### src/rtl/lsu_sram_pkg.sv
// Shared encodings, FSM states and helper functions for the LSU-to-SRAM initiator.
package lsu_sram_pkg;

  typedef enum logic [1:0] {
    ACC_BYTE = 2'b00,
    ACC_HALF = 2'b01,
    ACC_WORD = 2'b10,
    ACC_RSVD = 2'b11
  } acc_type_e;

  typedef enum logic [1:0] {
    ST_IDLE = 2'b00,
    ST_REQ  = 2'b01,
    ST_WAIT = 2'b10
  } lsu_state_e;

  localparam int unsigned DEFAULT_TIMEOUT = 15;

  // Natural alignment: halves on even addresses, words on 4-byte boundaries.
  function automatic logic access_legal(input logic [1:0] acc_type, input logic [1:0] offset);
    logic legal;
    case (acc_type)
      ACC_BYTE: legal = 1'b1;
      ACC_HALF: legal = ~offset[0];
      ACC_WORD: legal = (offset == 2'b00);
      default:  legal = 1'b0;
    endcase
    return legal;
  endfunction

  function automatic logic [3:0] byte_enable(input logic [1:0] acc_type, input logic [1:0] offset);
    logic [3:0] be;
    case (acc_type)
      ACC_BYTE: be = 4'b0001 << offset;
      ACC_HALF: be = 4'b0011 << offset;
      ACC_WORD: be = 4'b1111;
      default:  be = 4'b0000;
    endcase
    return be;
  endfunction

endpackage

### src/rtl/lsu_load_align.sv
// Shifts the addressed lane of a memory word down to bit 0 and extends it to 32 bits.
module lsu_load_align
  import lsu_sram_pkg::*;
(
  input  logic [31:0] rdata,
  input  logic [1:0]  offset,
  input  logic [1:0]  acc_type,
  input  logic        sign_ext,
  output logic [31:0] result
);

  logic [31:0] shifted;

  assign shifted = rdata >> {offset, 3'b000};

  always_comb begin
    result = shifted;
    case (acc_type)
      ACC_BYTE: result = sign_ext ? {{24{shifted[7]}}, shifted[7:0]}
                                  : {24'h000000, shifted[7:0]};
      ACC_HALF: result = sign_ext ? {{16{shifted[15]}}, shifted[15:0]}
                                  : {16'h0000, shifted[15:0]};
      default:  result = shifted;
    endcase
  end

endmodule

### src/rtl/lsu_sram_initiator.sv
// Single-outstanding load/store initiator: translates core byte accesses into
// word-addressed SRAM requests with byte enables, alignment checks and a timeout.
module lsu_sram_initiator
  import lsu_sram_pkg::*;
#(
  parameter int unsigned TIMEOUT = DEFAULT_TIMEOUT
) (
  input  logic        clk,
  input  logic        rst,
  input  logic        core_req,
  output logic        core_gnt,
  input  logic        core_we,
  input  logic [1:0]  core_type,
  input  logic        core_sign_ext,
  input  logic [31:0] core_addr,
  input  logic [31:0] core_wdata,
  output logic        core_rvalid,
  output logic [31:0] core_rdata,
  output logic        core_err,
  output logic        sram_req,
  output logic        sram_we,
  output logic [3:0]  sram_be,
  output logic [9:0]  sram_addr,
  output logic [31:0] sram_wdata,
  input  logic        sram_gnt,
  input  logic        sram_rvalid,
  input  logic [31:0] sram_rdata
);

  localparam logic [4:0] TIMEOUT_LAST = 5'(TIMEOUT - 1);

  lsu_state_e  state_reg, state_next;
  logic [4:0]  cnt_reg;
  logic        sram_req_reg, sram_we_reg;
  logic [3:0]  sram_be_reg;
  logic [9:0]  sram_addr_reg;
  logic [31:0] sram_wdata_reg;
  logic [1:0]  type_reg, offset_reg;
  logic        sign_ext_reg;
  logic        core_rvalid_reg, core_err_reg;
  logic [31:0] core_rdata_reg;
  logic [31:0] load_result;

  logic        accept_legal, accept_bad, complete, timed_out;
  logic        unused_addr_bits;

  assign unused_addr_bits = ^core_addr[31:12];

  always_comb begin
    state_next   = state_reg;
    core_gnt     = 1'b0;
    accept_legal = 1'b0;
    accept_bad   = 1'b0;
    complete     = 1'b0;
    timed_out    = 1'b0;
    case (state_reg)
      ST_IDLE: begin
        core_gnt = 1'b1;
        if (core_req) begin
          if (access_legal(core_type, core_addr[1:0])) begin
            accept_legal = 1'b1;
            state_next   = ST_REQ;
          end else begin
            accept_bad = 1'b1;
          end
        end
      end
      ST_REQ: begin
        if (cnt_reg == TIMEOUT_LAST) begin
          timed_out  = 1'b1;
          state_next = ST_IDLE;
        end else if (sram_gnt) begin
          state_next = ST_WAIT;
        end
      end
      ST_WAIT: begin
        // A response arriving on the last allowed cycle still completes normally.
        if (sram_rvalid) begin
          complete   = 1'b1;
          state_next = ST_IDLE;
        end else if (cnt_reg == TIMEOUT_LAST) begin
          timed_out  = 1'b1;
          state_next = ST_IDLE;
        end
      end
      default: state_next = ST_IDLE;
    endcase
  end

  always_ff @(posedge clk) begin
    if (rst) begin
      state_reg <= ST_IDLE;
      cnt_reg   <= 5'd0;
    end else begin
      state_reg <= state_next;
      // Starts at 1 so the accept cycle itself counts toward the timeout.
      if (accept_legal)
        cnt_reg <= 5'd1;
      else if (state_next == ST_IDLE)
        cnt_reg <= 5'd0;
      else
        cnt_reg <= cnt_reg + 5'd1;
    end
  end

  always_ff @(posedge clk) begin
    if (rst) begin
      sram_req_reg   <= 1'b0;
      sram_we_reg    <= 1'b0;
      sram_be_reg    <= 4'b0000;
      sram_addr_reg  <= 10'd0;
      sram_wdata_reg <= 32'd0;
      type_reg       <= 2'b00;
      offset_reg     <= 2'b00;
      sign_ext_reg   <= 1'b0;
    end else begin
      sram_req_reg <= (state_next == ST_REQ);
      if (accept_legal) begin
        sram_we_reg    <= core_we;
        sram_be_reg    <= byte_enable(core_type, core_addr[1:0]);
        sram_addr_reg  <= core_addr[11:2];
        sram_wdata_reg <= core_wdata << {core_addr[1:0], 3'b000};
        type_reg       <= core_type;
        offset_reg     <= core_addr[1:0];
        sign_ext_reg   <= core_sign_ext;
      end
    end
  end

  lsu_load_align u_load_align (
    .rdata    (sram_rdata),
    .offset   (offset_reg),
    .acc_type (type_reg),
    .sign_ext (sign_ext_reg),
    .result   (load_result)
  );

  always_ff @(posedge clk) begin
    if (rst) begin
      core_rvalid_reg <= 1'b0;
      core_err_reg    <= 1'b0;
      core_rdata_reg  <= 32'd0;
    end else begin
      core_rvalid_reg <= complete;
      core_err_reg    <= accept_bad | timed_out;
      if (complete)
        core_rdata_reg <= sram_we_reg ? 32'd0 : load_result;
    end
  end

  assign sram_req    = sram_req_reg;
  assign sram_we     = sram_we_reg;
  assign sram_be     = sram_be_reg;
  assign sram_addr   = sram_addr_reg;
  assign sram_wdata  = sram_wdata_reg;
  assign core_rvalid = core_rvalid_reg;
  assign core_rdata  = core_rdata_reg;
  assign core_err    = core_err_reg;

endmodule

### config.mk
export PLATFORM = sky130hd
export DESIGN_NAME = lsu_sram_initiator
export DESIGN_NICKNAME = d
export VERILOG_FILES = /design/src/rtl/lsu_sram_pkg.sv /design/src/rtl/lsu_load_align.sv /design/src/rtl/lsu_sram_initiator.sv
export SDC_FILE = /design/constraint.sdc
export NUM_CORES = 1
export LEC_CHECK = 0
export ABC_AREA = 1
export CAP_MARGIN = 20
export CORE_ASPECT_RATIO = 1.4
export CORE_MARGIN = 2
export CORE_UTILIZATION = 35
export CTS_CLUSTER_SIZE = 30
export DETAILED_ROUTE_END_ITERATION = 6
export PLACE_DENSITY = 0.66
export SETUP_SLACK_MARGIN = 0.4
export SLEW_MARGIN = 20
export SYNTH_ARGS = -nofsm -noshare
export SYNTH_HDL_FRONTEND = slang
export SYNTH_SLANG_ARGS = --single-unit
### constraint.sdc
create_clock -name clk -period 3.5 [get_ports clk]
set_input_delay 0.525 -clock clk [delete_from_list [all_inputs] [get_ports clk]]
set_output_delay 0.525 -clock clk [all_outputs]
set_load 0.03 [all_outputs]
==> Word level (Yosys, flattened, before mapping) <==
Cells that the tools add are included.
{ "classes": {"n_addsub": 1, "eq_ne": 7, "shifts": 4, "muxes": 29, "bitwise_logic": 2, "n_reduce_logical": 6} }
{ "op_table": {"columns": ["op", "n"], "rows": [
  ["$mux W32", 3],
  ["$pmux W32 S2", 1],
  ["$shl A32 B5 Y32", 1],
  ["$shr A32 B5 Y32", 1],
  ["$mux W1", 15],
  ["$mux W2", 6],
  ["$pmux W4 S3", 1],
  ["$logic_not A2 Y1", 5],
  ["$eq A2 B1 Y1 const B", 4],
  ["$pmux W2 S3", 1],
  ["$add A5 B1 Y5 const B", 1],
  ["$eq A5 B4 Y1 const B", 1],
  ["$eq A2 B2 Y1 const B", 2],
  ["$shl A1 B2 Y4 const A", 1],
  ["$shl A2 B2 Y4 const A", 1],
  ["$pmux W1 S3", 1],
  ["$reduce_or A3 Y1", 1],
  ["$pmux W1 S2", 1],
  ["$not A1 Y1", 1],
  ["$or A1 B1 Y1", 1]
]} }
{ "word_totals": {"regBits": 94, "input_bits": 105} }

==> Depth between registers and ports, before layout <==
Gate-level depths: netlist of run 1.
{ "depth": {"word_depth": 10, "ltp_mapped": 11, "ltp_nobuf": 10} }

==> By module <==
A second synthesis of run 1 with hierarchy kept.
{ "unflattened": {"hier_cells": 718, "area_unflattened_um2": 4878.4} }
{ "by_module_without_submodules": {"columns": ["mod", "n_inst", "cells_per_inst", "area_each_um2"], "rows": [
  ["lsu_sram_initiator", 1, 545, 4068.9],
  ["lsu_load_align", 1, 173, 809.5]
]} }

==> Worst setup path before layout of run 1 <==
Ideal clock, no wire load.
{ "synth_timing": {"path_type": "register -> register", "startpoint": "reg state_reg[1]", "endpoint": "reg sram_wdata_reg[21], in the netlist sram_wdata[21]", "arrival_time_ns": 1.534, "required_time_ns": 3.383, "path_slack_ns": 1.849, "stages_incl_launch_ff": 10, "path_buffers": 2, "period_less_slack_ns": 1.651, "cell_sequence": "dfxtp_1 -> inv_1 -> ha_1 -> nand2_1 -> inv_1 -> nand2_8 -> buf_8 -> buf_8 -> a211oi_2 -> nor2_1"} }
{ "synth_via": {"elab_chain_len": 2} }
{ "synth_lines": {"columns": ["element", "line", "text"], "rows": [
  ["from (decl)", "lsu_sram_initiator.sv:32", "lsu_state_e state_reg, state_next;"],
  ["from (signal assigned)", "lsu_sram_initiator.sv:95", "state_reg <= state_next;"],
  ["$logic_not A2 Y1", "lsu_sram_initiator.sv:56", "case (state_reg)"],
  ["$mux W1", "lsu_sram_initiator.sv:56", null],
  ["to (signal assigned)", "lsu_sram_initiator.sv:122", "sram_wdata_reg <= core_wdata << {core_addr[1:0], 3'b000};"],
  ["to (decl)", "lsu_sram_initiator.sv:37", "logic [31:0] sram_wdata_reg;"]
]} }
Every way passes these cells.
A chain may end at the register's enable or synchronous reset.

==> Worst setup path after layout of run 1 <==
{ "layout_timing": {"startpoint": "in core_addr[0]", "endpoint": "reg sram_be_reg[2], in the netlist sram_be[2]"} }
{ "layout_via": {"elab_chain_len": 7, "word_cells_on_any_way": 11, "cone_classes": "shift: 2; mux: 7; bitwise: 1; reduce/logical: 1"} }
{ "layout_lines": {"columns": ["element", "line", "text"], "rows": [
  ["from (decl)", "lsu_sram_initiator.sv:15", "input logic [31:0] core_addr,"],
  ["$logic_not A2 Y1 or $not A1 Y1 (tied branches)", "lsu_sram_pkg.sv:25, lsu_sram_pkg.sv:24", null],
  ["$pmux W1 S3", "lsu_sram_pkg.sv:22", "case (acc_type)"],
  ["$mux W1", "lsu_sram_initiator.sv:59", "if (core_req) begin"],
  ["$mux W1", "lsu_sram_initiator.sv:56", null],
  ["$mux W1", "lsu_sram_initiator.sv:60", "if (access_legal(core_type, core_addr[1:0])) begin"],
  ["$mux W1", "lsu_sram_initiator.sv:59", null],
  ["$mux W1", "lsu_sram_initiator.sv:56", null],
  ["to (signal assigned)", "lsu_sram_initiator.sv:120", "sram_be_reg <= byte_enable(core_type, core_addr[1:0]);"],
  ["to (decl)", "lsu_sram_initiator.sv:35", "logic [3:0] sram_be_reg;"]
]} }
Parallel ways exist; a longest one is shown, timed or not. The select of a mux whose other input is x is not followed.

==> results.json, run 1 <==
{
  "async_flop_share_pct": 0,
  "setup_slack_ns": 1.255,
  "dr.pass1.iters": 7,
  "grt_pass1_wl_um": 24610,
  "status": "completed",
  "ff2ff_path_depth": 6,
  "dieArea_sq_um": 15030,
  "reg2reg_setup_slack_ns": 1.45,
  "pre_cts_slack_ns": 0.8923,
  "gr-total-overflow": 0,
  "cts_resized": 0,
  "setup_viol": 0,
  "synth_cell_types": 37,
  "core_sq_um": 13850,
  "leakage_nw": 2.746,
  "worstMarginPinSlew_ns": 0.8718,
  "synth.cell_area_sq_um": 4920,
  "dpl.hpwl_um": 11270,
  "fin_setup_tns_ns": 0,
  "grt_pass1_vias": 4851,
  "p_total_mw": 2.774,
  "cpPeakStageDelay_ns": 0.60,
  "fin_nets": 950,
  "clockRootBuffer": "clkbuf_16",
  "yosys_most_used_dff": "dfxtp_1",
  "worstPathRequired_ns": 3.76,
  "ys_seq_elements": 94,
  "hold_buffers": 0,
  "synth_area_leaders": "dfxtp_1 38%, nand2_1 18%, a21oi_1 7.8%, o21ai_0 4.8%, nor2_1 4.6%",
  "start_kind": "input port",
  "initial_core_util_pct": 35.53,
  "die_h_um": 144.3,
  "synth-edff-count": 0,
  "min_from": "core_rdata[2]$_SDFFE_PP0P_",
  "syn_nets": 814,
  "cts_tree": "yes",
  "postSynthAreaPerCell_sq_um": 6.998,
  "die_x_um": 104.2,
  "insertion_delay_ns": 0.34,
  "crit_type": "input port to register",
  "clk_pin_slew_ns": 0.07,
  "numCtsBuffers": 9,
  "cts_sinks": 94,
  "cap_violations": 0,
  "grt_max_degree": 51,
  "io-pin-count": 188,
  "via_count": 5017,
  "synthCells": 703,
  "vdd_ir_drop_max_uv": 237.9,
  "drt-total-wl_um": 15510,
  "dpl_cell_area_sq_um": 6545,
  "maxSlewHeadroom_pct": 41.82,
  "post_cts_buffers": 0,
  "regToRegEndpoint": "core_rdata[20]$_SDFFE_PP0P_",
  "finClkSkew_ns": 0.009183,
  "crit_chain": "clkdlybuf4s50_1 -> nor2_4 -> nand2_2 -> nand2_4 -> nand2_8 -> inv_4 -> o21ai_0 -> a31oi_1",
  "hold_depth": 2,
  "remaining_drc_errors": 0,
  "rsz0062_at_grt": "false",
  "crit_fanout": 50,
  "clock_path_buffers": 2,
  "fin_util_pct": 49.53,
  "wl_per_cell_um": 15.07,
  "cts_max_level": 3,
  "r2r_start": "offset_reg[1]$_SDFFE_PP0P_",
  "fmax_mhz": 445.4,
  "drt_iter0_markers": 172,
  "num_rows": 51,
  "slew_viol_final": 0,
  "stdcell_area_sq_um": 6859,
  "viasPerCell": 4.876,
  "globalplace.congestion": 0.8661,
  "yosysWarnings": 0,
  "arrival_ns": 2.50,
  "areaGrowthSynthToFinish_pct": 39.42,
  "drive_gt1_share_pct": 8.294,
  "hold_viol": 0,
  "yosysTopAreaCell": "dfxtp_1",
  "yosysSeqAreaShare_pct": 38.25,
  "grt_usage_pct": 20.68,
  "critPathCaptureType": "register",
  "antenna_found_initial": 0,
  "timing.final.crit_share_pct": 64.16,
  "critPathSlowestCell": "clkdlybuf4s50_1",
  "post-route-min-period_ns": 2.245,
  "hold_end": "core_rdata[2]$_SDFFE_PP0P_",
  "synth_top_area_share_pct": 38.25,
  "hold_class": "register to register",
  "pwr_density_cell_nw_per_um2": 404.5,
  "portBuffers": 167,
  "drtAntennaViolNets": 0,
  "antenna_cells": 0
}
cells in the mapped netlist (all sizes together), types with 2 or more instances:
cell    instances
xor2            2
inv            33
nor2           64
o21ai          47
dfxtp          94
clkbuf         12
ha              6
buf            37
a211oi         10
a21oi          87
mux2i           3
nand3          44
nand3b          3
o211ai          9
nand2         247
worst max-delay path by stage:
stage / slack (ns) / startpoint / end
after CTS: 1.24 / state_reg[1]$_SDFF_PP0_ / core_gnt
after detailed placement: 0.89 / core_addr[0] / sram_be[2]$_SDFFE_PP0P_
after global routing: 1.01 / core_addr[0] / sram_be[2]$_SDFFE_PP0P_
final: 1.25 / core_addr[0] / sram_be[2]$_SDFFE_PP0P_
after global placement: 0.91 / core_addr[0] / sram_be[2]$_SDFFE_PP0P_
after floorplan: 1.85 / state_reg[1]$_SDFF_PP0_ / sram_wdata[21]$_SDFFE_PP0P_
layout by cell type, fill, tap and decap left out, types with 2 or more instances in the layout:
cell type / Yosys / final
nand2_1: 230 / 230
clkdlybuf4s50_1: 0 / 166
dfxtp_1: 94 / 94
a21oi_1: 77 / 77
nor2_1: 60 / 60
o21ai_0: 47 / 47
nand3_1: 42 / 42
inv_1: 29 / 29
nand2_2: 15 / 15
a21oi_2: 10 / 10
o211ai_1: 9 / 9
clkbuf_16: 0 / 9
a211oi_2: 7 / 7
buf_4: 10 / 7
ha_1: 6 / 6
nor2_4: 3 / 3
mux2i_1: 3 / 3
a211oi_1: 3 / 3
inv_4: 2 / 2
inv_2: 2 / 2
nand3b_1: 2 / 2
xor2_1: 2 / 2
inv_6: 0 / 2
cell families after synthesis:
group                      count (synthesis)  synth area share (%)
adders and majority gates                  6                 1.526
buffers and inverters                     83                 9.308
DFF                                       94                 38.25
xor gates and xnor gates                   3                0.5342
AOI/OAI and AO/OA                        154                 18.13
muxes                                      3                0.6104
and+or+nand+nor                          360                 31.64
report_power, final:
group	internal, mW	total (mW)	switching, mW	leakage, nW
logic	0.242	0.597	0.355	1.83
registers	1.11	1.15	0.0325	0.765
clock network	0.585	1.03	0.445	0.152
area by class of cell:
cell class,instances,area [sq um]
Clock buffer,10,239.0
Clock inverter,6,75.07
Fill cell,1456,6988
Inverter,34,132.6
Multi-Input combinational cell,526,2580
Sequential cell,94,1882
Tap cell,185,231.5
Timing Repair Buffer,174,1719
per-stage QoR:
| step | hold slack, ns | instances |
|---|---|---|
| after floorplan | 0.4801 | 703 |
| after global placement | 0.4524 | 1013 |
| after detailed placement | 0.4551 | 1013 |
| after CTS | 0.4653 | 1029 |
| after global routing | 0.4871 | 1029 |
| final | 0.4622 | 1029 |
worst max-delay path, delay by kind of cell:
kind | cells | cell delay [ns]
and+or+nand+nor | 4 | 0.59
buffers and inverters | 2 | 1.04
AOI/OAI and AO/OA | 2 | 0.31
per-layer routing:
layer,global-route usage [%],vias to the layer above,share of wire (%)
met5,0,-,0
met4,8.748,0,2.9
met3,6.354,24,7.8
met2,36.77,162,50
met1,22.95,2281,39
li1,-,2550,-
Note: power is estimated with default switching activity, not from simulation.
==> inputs of run 2 (changes only) <==
clock period = 2.2 ns   (was 3.5 ns; I/O delays follow)
==> run 2 against run 1 <==
Effect of this change: combinational power up 66%; wire length up 0.77%; largest power group unchanged; die area unchanged; sequential share of layout area down 0.59 points; cell area up 2.2%; first-iteration DRC count unchanged; critical path type is now register to output pin.
==> results.json, run 2 (synthesis results as in run 1) <==
{
  "dr.pass1.iters": 4,
  "ff2ff_path_depth": 8,
  "fin_nets": 967,
  "p_total_mw": 4.346,
  "antenna_cells": 0,
  "swShare_pct": 31.28,
  "antenna_found_initial": 0,
  "drt_iter0_markers": 172,
  "globalplace.congestion": 0.8749,
  "cp_num_buf_inv": 1,
  "dr_wl_met3_um": 1153,
  "cts_sinks": 94,
  "clk_pin_slew_ns": 0.07,
  "insertion_delay_ns": 0.34,
  "drive_gt1_share_pct": 10.22,
  "gr-total-overflow": 0,
  "crit_fanout": 2,
  "wl_met2_um": 7894,
  "slew_viol_final": 0,
  "reg2reg_setup_slack_ns": 0.55,
  "dieArea_sq_um": 15030,
  "timing.final.crit_share_pct": 79.96,
  "maxSlewHeadroom_pct": 69.92,
  "p_switching_mw": 1.359,
  "portBuffers": 167,
  "die_h_um": 144.3,
  "layout.cells.non_filler": 1046,
  "grt_pass1_wl_um": 24780,
  "fin_setup_tns_ns": 0,
  "start_kind": "register",
  "crit_chain": "clkdlybuf4s50_1",
  "cap_violations": 0,
  "critPathSlowestCell": "clkdlybuf4s50_1",
  "drt-total-wl_um": 15630,
  "vdd_ir_drop_max_uv": 339.3,
  "p_clk_share_pct": 35.3,
  "io-pin-count": 188,
  "setup_slack_ns": 0.4408,
  "die_x_um": 104.2,
  "fmax_mhz": 568.4,
  "min_from": "core_rdata[2]$_SDFFE_PP0P_",
  "wl_per_cell_um": 14.94,
  "numCtsBuffers": 9,
  "worstPathRequired_ns": 1.87,
  "grt_max_degree": 39,
  "leakage_nw": 2.841,
  "grt_usage_pct": 20.78,
  "power_frac_seq_pct": 41.9,
  "via_count": 5080,
  "areaGrowthSynthToFinish_pct": 42.47,
  "clock_path_buffers": 2,
  "setup_viol": 0,
  "m1WireLength_um": 6172,
  "r2r_start": "state_reg[0]$_SDFF_PP0_",
  "cts_max_level": 3,
  "highest_layer": "met4",
  "hold_viol": 0,
  "final_common_cell": "nand2_1",
  "hold_class": "register to register",
  "hold_end": "core_rdata[2]$_SDFFE_PP0P_",
  "hold_depth": 2,
  "rsz0062_at_grt": "true",
  "place_inst": 1027,
  "crit_type": "register to output pin",
  "clockRootBuffer": "clkbuf_16",
  "cts_tree": "yes",
  "pwr-share-comb_pct": 22.8,
  "initial_core_util_pct": 35.53,
  "core_sq_um": 13850,
  "p_int_mw": 2.987,
  "grt_pass1_vias": 4879,
  "worstMarginPinSlew_ns": 0.4506,
  "cp.depth": 1,
  "post-route-min-period_ns": 1.759,
  "arrival_ns": 1.43,
  "finClkSkew_ns": 0.006382,
  "critPathTopFamily": "buffers and inverters",
  "critPathCaptureType": "output pin",
  "cpPeakStageDelay_ns": 0.70,
  "pwr_density_cell_nw_per_um2": 620.1,
  "viasPerCell": 4.857,
  "dpl.hpwl_um": 11540,
  "num_rows": 51,
  "remaining_drc_errors": 0,
  "regToRegEndpoint": "sram_be[3]$_SDFFE_PP0P_",
  "status": "completed",
  "pre_cts_slack_ns": 0.1097,
  "mostFrequentLayoutCells": "230 x nand2_1, 163 x clkdlybuf4s50_1, 94 x dfxtp_1",
  "drtAntennaViolNets": 0
}
[run 2: worst max-delay path by stage]
stage                                startpoint                          end  slack, ns
floorplan               state_reg[1]$_SDFF_PP0_  sram_wdata[21]$_SDFFE_PP0P_       0.55
global placement                   core_addr[0]  sram_wdata[27]$_SDFFE_PP0P_       0.12
detailed placement                 core_addr[0]  sram_wdata[27]$_SDFFE_PP0P_       0.11
CTS                     state_reg[0]$_SDFF_PP0_                     core_gnt       0.39
global route            state_reg[1]$_SDFF_PP0_                     core_gnt       0.38
finish              sram_wdata[17]$_SDFFE_PP0P_               sram_wdata[17]       0.44
[run 2: through the flow]
stage	hold slack (ns)	utilization, %	area [sq um]
floorplan	0.4611	-	4920
finish	0.4624	50.62	7009
detailed placement	0.4542	48.30	6688
global placement	0.4528	48.30	6688
CTS	0.4654	50.39	6978
global route	0.4806	50.62	7009
[run 2: power by group through the flow]
stage / logic (mW) / clock network, mW / registers, mW
finish: 0.990 / 1.54 / 1.82
CTS: 0.992 / 1.58 / 1.82
global placement: 0.987 / 0 / 1.86
global route: 1.08 / 1.66 / 1.83
detailed placement: 0.989 / 0 / 1.86
floorplan: 0.491 / 0 / 1.97
[run 2: tightest hold or removal path, cell delays in order, from the launching register on]
cell and delay (ns):
dfxtp_1 0.31, nand2_1 0.06, a21oi_1 0.05
[run 2: what timing repair did]
action | in CTS | in global routing
pin swaps | 0 | 1
cloned | 0 | 0
setup buffers | 0 | 3
gates resized for setup | 2 | 4
setup endpoints to repair | 2 | 17
hold buffers | 0 | 0
[run 2: per-layer routing]
metal / up-vias / track usage [%]
met4: 0 / 8.179
met5: - / 0
li1: 2590 / -
met3: 22 / 6.084
met2: 174 / 38.30
met1: 2294 / 22.40
[run 2: cell type report]
class	instances	area (sq um)
Multi-Input combinational cell	526	2582
Timing Repair Buffer	191	1886
Clock buffer	9	225.2
Sequential cell	94	1882
Tap cell	185	231.5
Inverter	34	135.1
Clock inverter	7	67.56
Fill cell	1382	6838
